===== config.mk =====
export PLATFORM = sky130hd
export DESIGN_NAME = atomic_link_unit
export DESIGN_NICKNAME = d
export VERILOG_FILES = /design/src/rtl/atomic_link_unit_pkg.sv /design/src/rtl/atomic_link_unit_link_reg.sv /design/src/rtl/atomic_link_unit.sv
export SDC_FILE = /design/constraint.sdc
export NUM_CORES = 1
export LEC_CHECK = 0
export ABC_AREA = 1
export CORE_MARGIN = 5
export CORE_UTILIZATION = 25
export CTS_BUF_LIST = sky130_fd_sc_hd__clkbuf_16
export DETAILED_ROUTE_END_ITERATION = 10
export HOLD_SLACK_MARGIN = 0.03
export PLACE_DENSITY = 0.5
export SLEW_MARGIN = 20
export SYNTH_ARGS = -nofsm -noshare
export SYNTH_HDL_FRONTEND = slang
export SYNTH_SLANG_ARGS = --single-unit
export TNS_END_PERCENT = 10

===== constraint.sdc =====
create_clock -name clk -period 1.5 [get_ports clk]
set_input_delay 0.45 -clock clk [delete_from_list [all_inputs] [get_ports clk]]
set_output_delay 0.45 -clock clk [all_outputs]
set_load 0.01 [all_outputs]

===== src/rtl/atomic_link_unit_pkg.sv =====
// Shared types and constants for the multi-core LL/SC reservation tracker.
package atomic_link_unit_pkg;

  localparam int ADDR_W    = 32;
  localparam int WORD_LSB  = 2;
  localparam int MAX_CORES = 8;

  typedef logic [ADDR_W-3:0] word_addr_t;

  typedef struct packed {
    logic              ll;
    logic              sc;
    logic              st;
    logic [ADDR_W-1:0] addr;
  } atomic_req_t;

endpackage


===== src/rtl/atomic_link_unit_link_reg.sv =====
// One per-core link register: valid bit, linked word address, optional expiry counter.
// Expiry is built only when ATOMIC_LINK_TIMEOUT_EN is defined.
module atomic_link_unit_link_reg
  import atomic_link_unit_pkg::*;
#(
  parameter int WW           = ADDR_W - WORD_LSB,
  parameter int LINK_TIMEOUT = 1024
) (
  input  logic          clk,
  input  logic          rst,
  input  logic          set,
  input  logic          clear,
  input  logic [WW-1:0] addr,
  output logic          valid,
  output logic [WW-1:0] link_addr
);

  // The address is meaningless while valid is low, so it carries no reset.
  always_ff @(posedge clk) begin
    if (set) link_addr <= addr;
  end

`ifdef ATOMIC_LINK_TIMEOUT_EN
  localparam int CW = (LINK_TIMEOUT > 2) ? $clog2(LINK_TIMEOUT) : 1;
  localparam logic [CW-1:0] AGE_MAX = CW'(LINK_TIMEOUT - 1);

  logic [CW-1:0] age;

  // A new LL outranks both invalidation and expiry on the same edge.
  always_ff @(posedge clk or posedge rst) begin
    if (rst) begin
      valid <= 1'b0;
      age   <= '0;
    end else if (set) begin
      valid <= 1'b1;
      age   <= '0;
    end else if (clear) begin
      valid <= 1'b0;
    end else if (valid) begin
      if (age == AGE_MAX) valid <= 1'b0;
      else                age   <= age + 1'b1;
    end
  end
`else
  always_ff @(posedge clk or posedge rst) begin
    if (rst)        valid <= 1'b0;
    else if (set)   valid <= 1'b1;
    else if (clear) valid <= 1'b0;
  end
`endif

endmodule


===== src/rtl/atomic_link_unit.sv =====
// Multi-core LL/SC reservation tracker: match compare, lowest-index SC arbitration,
// store/SC invalidation fan-in. Optional reservation expiry via ATOMIC_LINK_TIMEOUT_EN.
module atomic_link_unit
  import atomic_link_unit_pkg::*;
#(
  parameter int NCORES       = 2,
  parameter int ADDR_W       = 32,
  parameter int LINK_TIMEOUT = 1024
) (
  input  logic                           clk,
  input  logic                           rst,
  input  logic [NCORES-1:0]              ll_valid,
  input  logic [NCORES-1:0][ADDR_W-1:0]  ll_addr,
  input  logic [NCORES-1:0]              sc_valid,
  input  logic [NCORES-1:0][ADDR_W-1:0]  sc_addr,
  input  logic [NCORES-1:0]              st_valid,
  input  logic [NCORES-1:0][ADDR_W-1:0]  st_addr,
  output logic [NCORES-1:0]              sc_done,
  output logic [NCORES-1:0]              sc_success,
  output logic [NCORES-1:0]              link_valid
);

  localparam int WW = ADDR_W - WORD_LSB;

  if (NCORES < 1 || NCORES > MAX_CORES || LINK_TIMEOUT < 2) begin : g_param_check
    $error("atomic_link_unit: NCORES must be 1..%0d and LINK_TIMEOUT >= 2", MAX_CORES);
  end

  logic [NCORES-1:0][WW-1:0]       ll_w, sc_w, st_w, link_w;
  logic [NCORES-1:0][WORD_LSB-1:0] unused_ll_lsb, unused_sc_lsb, unused_st_lsb;
  logic [NCORES-1:0]               link_v, pass, win, inv, clr;
  logic [NCORES-1:0]               done_p1, succ_p1;

  // Word granularity: byte offsets never take part in any compare.
  always_comb begin
    ll_w          = '0;
    sc_w          = '0;
    st_w          = '0;
    unused_ll_lsb = '0;
    unused_sc_lsb = '0;
    unused_st_lsb = '0;
    for (int c = 0; c < NCORES; c++) begin
      ll_w[c]          = ll_addr[c][ADDR_W-1:WORD_LSB];
      sc_w[c]          = sc_addr[c][ADDR_W-1:WORD_LSB];
      st_w[c]          = st_addr[c][ADDR_W-1:WORD_LSB];
      unused_ll_lsb[c] = ll_addr[c][WORD_LSB-1:0];
      unused_sc_lsb[c] = sc_addr[c][WORD_LSB-1:0];
      unused_st_lsb[c] = st_addr[c][WORD_LSB-1:0];
    end
  end

  always_comb begin
    pass = '0;
    for (int c = 0; c < NCORES; c++)
      pass[c] = sc_valid[c] && link_v[c] && (link_w[c] == sc_w[c]);
  end

  // Any lower-indexed passing SC to the same word takes the win.
  always_comb begin
    win = '0;
    for (int c = 0; c < NCORES; c++) begin
      win[c] = pass[c];
      for (int j = 0; j < c; j++)
        if (pass[j] && (sc_w[j] == sc_w[c])) win[c] = 1'b0;
    end
  end

  always_comb begin
    inv = '0;
    for (int c = 0; c < NCORES; c++)
      for (int k = 0; k < NCORES; k++)
        if (link_v[c] && ((st_valid[k] && (st_w[k] == link_w[c])) ||
                          (win[k] && (sc_w[k] == link_w[c]))))
          inv[c] = 1'b1;
  end

  // Every SC consumes its own reservation, pass or fail.
  assign clr = sc_valid | inv;

  for (genvar c = 0; c < NCORES; c++) begin : g_core
    atomic_link_unit_link_reg #(
      .WW           (WW),
      .LINK_TIMEOUT (LINK_TIMEOUT)
    ) u_link (
      .clk       (clk),
      .rst       (rst),
      .set       (ll_valid[c]),
      .clear     (clr[c]),
      .addr      (ll_w[c]),
      .valid     (link_v[c]),
      .link_addr (link_w[c])
    );

    a_req_onehot: assert property (@(posedge clk) disable iff (rst)
      $onehot0({ll_valid[c], sc_valid[c], st_valid[c]}));
  end

  // ---- stage p1: registered SC result ----
  always_ff @(posedge clk or posedge rst) begin
    if (rst) begin
      done_p1 <= '0;
      succ_p1 <= '0;
    end else begin
      done_p1 <= sc_valid;
      succ_p1 <= win;
    end
  end

  assign sc_done    = done_p1;
  assign sc_success = succ_p1;
  assign link_valid = link_v;

endmodule


# Word-level counts from Yosys, hierarchy flattened
# Index checks and enable logic that the tools add are counted.
[op_classes]
n_eq_ne = 11
n_mux = 9
bitwise_logic = 1
reduce_logical = 23
[op_table]
columns = ["cell", "count"]
rows = [
  ["$eq 30x30->1", 11],
  ["$logic_and 1x1->1", 17],
  ["$mux 1", 9],
  ["$logic_or 1x1->1", 4],
  ["$reduce_bool 2->1", 2],
  ["$or 2x2->2", 1],
]
[totals]
register_bits = 66
input_bits = 200
out_inout_bits = 6
elab_cells = 50

# Longest topological paths before layout
# Gate-level depths: netlist of run 1.
[depth]
depth_word = 11
ltp_mapped = 12
ltp_nobuf = 11

# Modules after synthesis
# Synthesis of run 1 repeated with hierarchy kept, for this count alone.
[hier_totals]
cells_unflattened = 1141
area_unflattened_um2 = 6398.6
[by_module_without_submodules]
columns = ["module", "n_inst", "cells_per_inst", "area_each_um2", "seq_area_each_um2"]
rows = [
  ["atomic_link_unit", 1, 1069, 4509.3, 100.1],
  ["atomic_link_unit_link_reg", 2, 36, 944.7, 925.9],
]

# Worst setup path after synthesis of run 1
# Ideal clock, no wire load.
[synth_path]
path_kind = "register to register"
start = "reg g_core[0].u_link.link_addr[4]"
end = "reg succ_p1[1] (netlist: sc_success[1])"
setup_ns = 0.119
arrival_time_ns = 1.210
setup_slack_ns = 0.171
stages_incl_launch_ff = 10
synth_period_minus_slack_ns = 1.329
path_cell_list = "edfxtp_1 > inv_1 > nand2_1 > a21oi_1 > nand2_1 > nor2_1 > nand2_2 > nor2_4 > nand3_1 > and2_1"
[synth_via]
elab_chain_cells = 4
[synth_rtl]
columns = ["item", "line_no", "source"]
rows = [
  ["from (decl)", "atomic_link_unit_link_reg.sv:15", "output logic [WW-1:0] link_addr"],
  ["from (signal assigned)", "atomic_link_unit_link_reg.sv:20", "if (set) link_addr <= addr;"],
  ["$eq 30x30->1", "atomic_link_unit.sv:55", "pass[c] = sc_valid[c] && link_v[c] && (link_w[c] == sc_w[c]);"],
  ["$logic_and 1x1->1", "atomic_link_unit.sv:55", ""],
  ["via pass[0]", "atomic_link_unit.sv:31", "logic [NCORES-1:0] link_v, pass, win, inv, clr;"],
  ["$logic_and 1x1->1", "atomic_link_unit.sv:64", "if (pass[j] && (sc_w[j] == sc_w[c])) win[c] = 1'b0;"],
  ["$mux 1", "atomic_link_unit.sv:64", ""],
  ["via win[1]", "atomic_link_unit.sv:31", ""],
  ["to (signal assigned)", "atomic_link_unit.sv:105", "succ_p1 <= win;"],
  ["to (decl)", "atomic_link_unit.sv:32", "logic [NCORES-1:0] done_p1, succ_p1;"],
]
# The timed path passes the listed nets, and every way through them passes these cells.
# A chain may end at the register's enable or synchronous reset.

# Worst setup path in the final report of run 1
[layout_path]
start = "reg g_core[0].u_link.link_addr[27]"
end = "reg g_core[0].u_link.valid"
[layout_via]
elab_chain_cells = 10
elab_cells_between_ends = 20
[layout_rtl]
columns = ["item", "line_no", "source"]
rows = [
  ["$eq 30x30->1", "atomic_link_unit.sv:55, atomic_link_unit.sv:73", ""],
  ["$logic_and 1x1->1", "atomic_link_unit.sv:55", ""],
  ["$logic_and 1x1->1", "atomic_link_unit.sv:64", ""],
  ["$mux 1", "atomic_link_unit.sv:64", ""],
  ["$logic_and 1x1->1", "atomic_link_unit.sv:73", "(win[k] && (sc_w[k] == link_w[c]))))"],
  ["$logic_or 1x1->1", "atomic_link_unit.sv:72", "if (link_v[c] && ((st_valid[k] && (st_w[k] == link_w[c])) ||"],
  ["$logic_and 1x1->1", "atomic_link_unit.sv:72", ""],
  ["$mux 1 (*)", "atomic_link_unit.sv:72", ""],
  ["$or 2x2->2 (*)", "atomic_link_unit.sv:78", "assign clr = sc_valid | inv;"],
  ["$reduce_bool 2->1 (no line) (*)", "--", ""],
  ["to (signal assigned)", "atomic_link_unit_link_reg.sv:46", "if (rst) valid <= 1'b0;"],
  ["to (signal assigned)", "atomic_link_unit_link_reg.sv:47", "else if (set) valid <= 1'b1;"],
  ["to (signal assigned)", "atomic_link_unit_link_reg.sv:48", "else if (clear) valid <= 1'b0;"],
  ["to (decl)", "atomic_link_unit_link_reg.sv:14", "output logic valid,"],
]
# Mark *: on every way between the ends. The rest lies on a longest branch, timed or not.

==> results of run 1 <==
==> where the power goes <==
group / internal (mW) / switching [mW]
combinational: 1.15 / 1.40
clock: 1.61 / 0.947
sequential: 2.17 / 0.189
==> final cells by class <==
| cell class | count | area, um^2 |
|---|---|---|
| Clock buffer | 9 | 225.2 |
| Tap cell | 330 | 412.9 |
| Multi-Input combinational cell | 923 | 4011 |
| Clock inverter | 7 | 110.1 |
| Timing Repair Buffer | 334 | 3055 |
| Sequential cell | 66 | 1952 |
| Fill cell | 2807 | 14800 |
| Inverter | 182 | 683.2 |
==> worst paths after layout <==
check / startpoint / endpoint
max reg2reg: g_core[0].u_link.link_addr[27] / g_core[0].u_link.valid
min reg2reg: g_core[0].u_link.valid / g_core[0].u_link.valid
min: rst / sc_success[1]
min in group clk: sc_valid[0] / sc_done[0]
max: g_core[0].u_link.link_addr[27] / g_core[0].u_link.valid
max in group asynchronous: rst / sc_done[0]
==> cell usage in the layout, fill, tap and decap left out, types with 2 or more instances in the layout <==
master / netlist / routed
inv_1: 165 / 153
clkdlybuf4s50_1: 0 / 100
dlymetal6s2s_1: 0 / 43
nor2_1: 148 / 111
o21ai_0: 34 / 28
inv_2: 17 / 30
nor2_4: 1 / 3
xor2_1: 19 / 19
clkbuf_16: 0 / 9
nor3_1: 5 / 3
nand4_1: 20 / 20
o21ai_1: 11 / 12
o21ai_2: 0 / 4
buf_2: 0 / 2
clkdlybuf4s15_1: 0 / 2
edfxtp_1: 60 / 60
nand3_1: 11 / 11
dlygate4sd2_1: 0 / 45
nand2_2: 3 / 21
nand2_1: 648 / 629
nor2_2: 2 / 37
buf_4: 2 / 138
xnor2_1: 13 / 11
bufinv_16: 0 / 3
dfrtp_1: 6 / 6
a21oi_1: 6 / 5
buf_12: 0 / 2
==> per-stage QoR <==
stage | setup slack (ns) | std cells | hold slack (ns) | power, mW | util
after CTS | -0.1836 | 1838 | 0.3438 | 7.434 | 0.4014
after global routing | -0.2205 | 1851 | 0.3722 | 7.856 | 0.4138
after global placement | -0.8095 | 1821 | 0.6873 | 4.853 | 0.3854
final | -0.1585 | 1851 | 0.3517 | 7.469 | 0.4138
after detailed placement | -0.8019 | 1821 | 0.6785 | 4.839 | 0.3854
after floorplan | 0.1706 | 1174 | 0.2410 | 3.314 | -
==> logic make-up (layout without fill, tap and decap cells) <==
group / Yosys count / after routing / share of synthesized area
AO/OA/AOI/OAI: 51 / 51 / 0.03964
buffers and inverters: 185 / 532 / 0.1092
XOR/XNOR: 32 / 32 / 0.04353
AND/OR/NAND/NOR: 840 / 840 / 0.5045
flip-flops: 66 / 66 / 0.3031
==> repair_timing <==
action / CTS / global route
setup endpoints to repair: 10 / 5
pin swaps: 9 / 33
hold endpoints to repair: 0 / 0
setup buffers: 1 / 13
gates resized for setup: 95 / 92
==> registers in the layout (all words and copies together), names as in the netlist <==
register	count
g_core.u_link.link_addr	60
g_core.u_link.valid	2
sc_done	2
sc_success	2
==> metal layers <==
layer  routed length [um]  GRT usage  up-vias
met2                15120     0.3690      256
met4                  630    0.05278        0
li1                     -          -     4208
met5                    0          0        -
met1                15120     0.3045     3588
met3                 2002    0.03182       34
==> impl_metrics.yaml, run 1 <==
outcome:
  status: "finished, violations left"
  failed_checks: "negative setup slack"
timing:
  worst_slack_ns: -0.1585
  setup_viol_count_final: 4
  max_slew_margin: 0.7176
  fmax_mhz: 602.9
  finalMaxSlewViolations: 0
  tightestPinTransition_ns: 0.4191
  hold_viol: 0
  fin_crit_sh: 1.106
  setup-tns-final_ns: -0.5316
  rsz0062_at_grt: "yes"
  fin_skew_ns: 0.008726
  fin_crit_ns: 1.659
worst_setup_path:
  slowest_stage: "edfxtp_1"
  critPathMaxStageDelay_ns: 0.43
  arrival_ns: 1.90
  rr_worst_depth: 10
  ff2ff_setup_slack_ns: -0.16
  critPathLaunchType: "flop"
  end_kind: "flop"
  required_ns: 1.74
  crit_cells: 10
  critical_path.cell_chain: "buf_4, xnor2_4, buf_4, nand3_1, nor2_2, nand2_1, nor2_1, nor2_1, nand3_1, nand2_1"
  critPathKind: "reg -> reg"
  path_max_fanout: 3
  crit_family: "simple AND/OR/NAND/NOR gates"
  path_buf_inv: 2
global_route:
  grt_max_degree: 32
  antenna_found_initial: 0
  grt_overflow_total: 0
  grtUsageTotal: 0.2218
  grt_pass1_wl_mm: 47.32
  first_global_vias: 8061
finish:
  areaGrowthSynthToFinish_pct: 62.30
  fin_area_um2: 10450
  nets: 1716
  n_antenna_cell: 0
  drive_gt1_frac: 0.1716
clock_network:
  cts_num_sinks: 66
  tritoncts: "done"
  cts_buffers: 9
  cts_root_buf: "clkbuf_16"
  cts_buffer_depth: 2
  htree_levels: 3
  cts.clk_slew.worst_paths_ns: 0.06
  clk_latency_ns: 0.35
  cts-hold-fix-buffers: 0
logic_synthesis:
  netlist_top_cells_area: "nand2_1, edfxtp_1, inv_1, nor2_1, o21ai_0"
  syn_area_um2: 6439
  synth_edf_count: 60
  syn_area_per_cell_um2: 5.484
  ys.flop_type: "edfxtp_1"
  netlist_instances: 1174
  synth_top_area_cell: "nand2_1"
  ys_top_cells_by_count: "nand2_1, inv_1, nor2_1"
  synth.top_cell.area_share: 0.3778
  yosysUniqueCellTypes: 21
  synth.most_common_cell: "nand2_1"
  synthArstFlopShare: 0.09091
  seq_area_frac_synth: 0.3031
  yosysWarnings: 0
  synth_nets: 1374
  synth_seq_cells: 66
job:
  maxCapViolations: 0
route:
  vias: 8086
  drtAntennaViolNets: 0
  dr.pass1.iters: 5
  wl_per_cell_um: 17.76
  drc: 0
  first_iter_violations: 689
  via_per_inst: 4.368
  totalWireLength_mm: 32.87
die:
  io-pin-count: 206
  fp-row-count: 58
  die_w_um: 170.5
  die_y_um: 170.5
  core_area_um2: 25250
  die-area_um2: 29060
  initial_utilization: 0.2550
placed_design:
  post_dp_cell_area_um2: 9732
  portBuffers: 193
  gp_congestion: 0.9227
  dp_hpwl_mm: 27.99
power_and_ir_drop:
  vdd_drop_max_mv: 0.3951
  powerDensity_nw_per_um2: 714.8
  p_leak_nw: 5.829
hold_path:
  min-delay-path-class: "in -> async"
Note: power is estimated with default switching activity, not from simulation.
==> run 2: changes to the inputs <==
--- a/config.mk
+++ b/config.mk
@@ -7,11 +7,11 @@
 export LEC_CHECK = 0
 export ABC_AREA = 1
 export CORE_MARGIN = 5
-export CORE_UTILIZATION = 25
+export CORE_UTILIZATION = 29
 export CTS_BUF_LIST = sky130_fd_sc_hd__clkbuf_16
 export DETAILED_ROUTE_END_ITERATION = 10
 export HOLD_SLACK_MARGIN = 0.03
-export PLACE_DENSITY = 0.5
+export PLACE_DENSITY = 0.55
 export SLEW_MARGIN = 20
 export SYNTH_ARGS = -nofsm -noshare
 export SYNTH_HDL_FRONTEND = slang
==> run 2 against run 1 <==
  * Wire length shrank 6.9%
  * Critical endpoint is now g_core[1].u_link.valid
  * Largest cell class unchanged
  * Maximum frequency grew 1.5%
  * Final area shrank 2.7%
  * The flow still finishes with violations (negative setup slack)
  * Via count grew 0.78%
  * Critical path type is now in -> reg
==> impl_metrics.yaml, run 2 (same netlist as run 1, synthesis figures left out) <==
route:
  via_per_inst: 4.578
  wl_met3_mm: 1.940
  drc: 0
  met1_length_mm: 14.14
  first_iter_violations: 613
  dr.pass1.iters: 5
  top_layer: "met4"
  wl_per_cell_um: 17.19
  totalWireLength_mm: 30.59
  wl_met2_mm: 13.71
  vias: 8149
  drtAntennaViolNets: 0
global_route:
  antenna_found_initial: 0
  first_global_vias: 7734
  grt_overflow_total: 0
  grt_max_degree: 32
  grt_pass1_wl_mm: 44.55
  grtUsageTotal: 0.2312
timing:
  max_slew_margin: 0.8004
  finalMaxSlewViolations: 0
  fmax_mhz: 612.1
  fin_crit_ns: 1.634
  worst_slack_ns: -0.1338
  setup-tns-final_ns: -0.3612
  fin_crit_sh: 1.089
  fin_skew_ns: 0.007791
  setup_viol_count_final: 3
  hold_viol: 0
  rsz0062_at_grt: "yes"
  tightestPinTransition_ns: 0.2984
placed_design:
  gp_congestion: 0.9685
  dpl_worst_slack_ns: -0.7194
  portBuffers: 193
  dp_hpwl_mm: 25.94
  dp.cells: 1748
clock_network:
  tritoncts: "done"
  cts_root_buf: "clkbuf_16"
  cts_buffer_depth: 2
  cts_buffers: 9
  cts.clk_slew.worst_paths_ns: 0.06
  cts_num_sinks: 66
  clk_latency_ns: 0.35
  cts-hold-fix-buffers: 0
  htree_levels: 3
power_and_ir_drop:
  clock_power_share: 0.306
  pwr-share-seq: 0.340
  vdd_drop_max_mv: 0.5067
  p_total_mw: 6.926
  combPwrFrac: 0.354
  p_leak_nw: 5.851
  p_sw_mw: 2.392
  p_int_mw: 4.534
  powerDensity_nw_per_um2: 681.0
  swShare: 0.3454
worst_setup_path:
  slowest_stage: "clkdlybuf4s50_1"
  critPathLaunchType: "input pin"
  path_common_cell: "nand2_1"
  critical_path.cell_chain: "clkdlybuf4s50_1, buf_4, nand2_1, nand4_1, nor2_1, nand2_1, nor2_1, nand2_1, nand3_1, nand2_1"
  critPathMaxStageDelay_ns: 0.52
  crit_family: "buffers and inverters"
  crit_cells: 10
  arrival_ns: 1.87
  required_ns: 1.74
  critPathKind: "in -> reg"
  rr_worst_depth: 10
  path_max_fanout: 4
  end_kind: "flop"
  path_buf_inv: 2
die:
  die_w_um: 159.0
  io-pin-count: 206
  initial_utilization: 0.2950
  core_area_um2: 21820
  die_y_um: 159.0
  die-area_um2: 25280
  fp-row-count: 54
finish:
  nets: 1695
  drive_gt1_frac: 0.1587
  largest_reg_flops: 60
  layout_commonest_cell: "nand2_1"
  final_cell_mix: "nand2_1, inv_1, buf_4"
  n_antenna_cell: 0
  areaGrowthSynthToFinish_pct: 57.95
  largest_register: "g_core.u_link.link_addr"
  finalNonFillerCells: 1780
  utilization: 0.4660
outcome:
  failed_checks: "negative setup slack"
  status: "finished, violations left"
hold_path:
  min-delay-path-class: "in -> async"
job:
  maxCapViolations: 0
==> run 2: changes by cell type in the layout (fill, tap and decap cells not counted), sizes merged, moves of 3 or more <==
cell,previous run,this run
buf,143,123
clkdlybuf4s50,100,87
dlygate4sd2,45,42
dlymetal6s2s,43,60
==> run 2: layout make-up <==
cell class                 count  area (um^2)
clock buffer                   9        225.2
clock inverter                 7        55.05
fill                        2366        11650
inverter                     182        683.2
multi-input combinational    923         3969
sequential                    66         1952
tap                          280        350.3
timing repair buffer         313         2935
==> run 2: worst paths after layout <==
path | start | to | slack, ns
worst max-delay path | st_addr[45] | g_core[1].u_link.valid | -0.13
worst min register to register | g_core[1].u_link.valid | g_core[1].u_link.valid | 0.70
max in group asynchronous | rst | sc_done[0] | 0.93
worst max register to register | g_core[0].u_link.link_addr[27] | g_core[0].u_link.valid | -0.11
min in group clk | sc_valid[1] | sc_done[1] | 0.38
worst min-delay path | rst | sc_success[1] | 0.35
==> run 2: power by group through the flow <==
stage / clock network, mW / registers, mW / logic (mW)
finish: 2.12 / 2.35 / 2.45
detailed placement: 0 / 2.39 / 2.35
CTS: 2.15 / 2.35 / 2.36
global placement: 0 / 2.39 / 2.36
global route: 2.22 / 2.37 / 2.69
floorplan: 0 / 2.34 / 0.975
==> run 2: metal layers <==
metal / global-route usage / up-vias
met2: 0.3699 / 292
met3: 0.04893 / 37
met1: 0.3144 / 3653
met4: 0.07018 / 0
li1: - / 4167
met5: 0 / -
==> run 2: what timing repair did <==
item | CTS | global route
endpoints found under the setup margin | 10 | 6
pin swaps | 7 | 34
gates resized for setup | 77 | 120
setup buffers | 0 | 16
endpoints found under the hold margin | 0 | 0
==> run 2: per-stage QoR <==
step	cell area (um^2)	hold slack (ns)
finish	10170	0.3465
CTS	9801	0.3426
global placement	9497	0.6865
floorplan	6439	0.2410
global route	10170	0.3629
detailed placement	9497	0.6832
==> run 3: changes to the inputs <==
--- a/config.mk
+++ b/config.mk
@@ -11,7 +11,9 @@
 export CTS_BUF_LIST = sky130_fd_sc_hd__clkbuf_16
 export DETAILED_ROUTE_END_ITERATION = 10
 export HOLD_SLACK_MARGIN = 0.03
+export MAX_ROUTING_LAYER = met4
 export PLACE_DENSITY = 0.55
+export SKIP_CTS_REPAIR_TIMING = 1
 export SLEW_MARGIN = 20
 export SYNTH_ARGS = -nofsm -noshare
 export SYNTH_HDL_FRONTEND = slang
==> run 3 against run 2 <==
  * The flow still finishes with violations (negative setup slack)
  * First-iteration DRC count down 16%
  * Hold slack worse by 0.0080 ns
  * Global-route usage up 1.1 points
  * Highest routed layer unchanged
==> impl_metrics.yaml, run 3 (same netlist as run 1, synthesis figures left out) <==
outcome:
  status: "finished, violations left"
  failed_checks: "negative setup slack"
placed_design:
  dp_hpwl_mm: 26.66
  post_dp_cell_area_um2: 9617
  portBuffers: 193
  gp_congestion: 0.9892
worst_setup_path:
  end_kind: "flop"
  critPathKind: "in -> reg"
  rr_worst_depth: 10
  crit_end: "g_core[0].u_link.valid"
  path_max_fanout: 3
  slowest_stage: "clkdlybuf4s50_1"
  arrival_ns: 1.97
  r2r_end: "g_core[0].u_link.valid"
  ff2ff_setup_slack_ns: -0.21
  critPathLaunchType: "input pin"
  crit_start: "st_addr[6]"
  path_common_cell: "nand2_1"
  critical_path.cell_chain: "clkdlybuf4s50_1, inv_1, nand2_1, nand2_1, nor2_1, nand2_1, nor2_1, nand2_1, nor2_1, nor2_1, nand3_1, nand2_1"
  critPathMaxStageDelay_ns: 0.51
  r2r_start: "g_core[0].u_link.link_addr[27]"
  required_ns: 1.74
timing:
  rsz0062_at_grt: "yes"
  hold_viol: 0
  max_slew_margin: 0.7566
  fin_skew_ns: 0.007347
  fin_crit_ns: 1.727
  fmax_mhz: 579.2
  fin_crit_sh: 1.151
  worst_slack_ns: -0.2266
  tightestPinTransition_ns: 0.3612
  finalMaxSlewViolations: 0
  fin_hold_ws_ns: 0.3385
  setup_viol_count_final: 4
power_and_ir_drop:
  p_leak_nw: 5.591
  powerDensity_nw_per_um2: 692.4
  swShare: 0.3454
  p_total_mw: 7.012
  pwr-share-seq: 0.336
  p_int_mw: 4.590
  clock_power_share: 0.312
  p_sw_mw: 2.422
  combPwrFrac: 0.352
  vdd_drop_max_mv: 0.5263
finish:
  areaGrowthSynthToFinish_pct: 57.29
  drive_gt1_frac: 0.1318
  layout_commonest_cell: "nand2_1"
  n_antenna_cell: 0
  fin_area_um2: 10130
  final_cell_mix: "nand2_1, inv_1, clkdlybuf4s50_1"
  nets: 1697
  largest_register: "g_core.u_link.link_addr"
  largest_reg_flops: 60
  utilization: 0.4641
route:
  dr.pass1.iters: 5
  vias: 8023
  wl_per_cell_um: 17.44
  first_iter_violations: 517
  drc: 0
  totalWireLength_mm: 31.08
  via_per_inst: 4.502
  drtAntennaViolNets: 0
global_route:
  antenna_found_initial: 0
  grt_pass1_wl_mm: 45.03
  first_global_vias: 7799
  grt_max_degree: 32
  grt_overflow_total: 0
  grtUsageTotal: 0.2421
die:
  die_y_um: 159.0
  die_w_um: 159.0
  io-pin-count: 206
  initial_utilization: 0.2950
  core_area_um2: 21820
  fp-row-count: 54
  die-area_um2: 25280
clock_network:
  cts_buffer_depth: 2
  cts.clk_slew.worst_paths_ns: 0.06
  htree_levels: 3
  tritoncts: "done"
  cts_root_buf: "clkbuf_16"
  clk_latency_ns: 0.35
  cts_buffers: 9
  cts_num_sinks: 66
hold_path:
  min-delay-path-class: "in -> async"
job:
  maxCapViolations: 0
==> run 3: layout make-up <==
type,instances,area [um^2]
tap,280,350.3
clock buffer,9,225.2
timing repair buffer,315,2955
fill,2340,11700
clock inverter,7,70.07
inverter,182,683.2
multi-input combinational,923,3891
sequential,66,1952
==> run 3: critical path, delay by kind of cell <==
family                 cells  cell delay (ns)
buffers and inverters      2             0.58
and+or+nand+nor           10             0.95
==> run 3: through the flow <==
| stage | cells | worst slack, ns | setup TNS (ns) |
|---|---|---|---|
| floorplan | 1174 | 0.1706 | 0 |
| global placement | 1764 | -0.7783 | -2.743 |
| detailed placement | 1764 | -0.7828 | -2.682 |
| CTS | 1780 | -0.4087 | -2.451 |
| global route | 1782 | -0.3125 | -1.039 |
| finish | 1782 | -0.2266 | -0.7453 |
==> run 3: power groups by stage <==
stage / clock [mW] / sequential, mW / combinational, mW
after detailed placement: 0 / 2.38 / 2.41
after global routing: 2.30 / 2.38 / 2.70
after CTS: 2.25 / 2.35 / 2.42
after floorplan: 0 / 2.34 / 0.975
after global placement: 0 / 2.39 / 2.41
final: 2.19 / 2.35 / 2.47
==> run 3: how the worst min path moves through the flow <==
stage / endpoint / from / cells past startpoint
floorplan: g_core[0].u_link.valid / rst / 1
global placement: g_core[1].u_link.valid / g_core[1].u_link.valid / 4
detailed placement: g_core[1].u_link.valid / g_core[1].u_link.valid / 4
CTS: sc_success[1] / rst / 2
global route: sc_done[0] / sc_valid[0] / 1
finish: sc_success[1] / rst / 2
==> run 3: layer usage <==
layer,up-vias,wire (um),GRT usage,part of all wire
met5,-,0,-,0
met4,0,853,0.06282,0.027
met3,40,1893,0.05100,0.061
met2,266,14180,0.3841,0.46
met1,3544,14150,0.3161,0.46
li1,4173,-,-,-
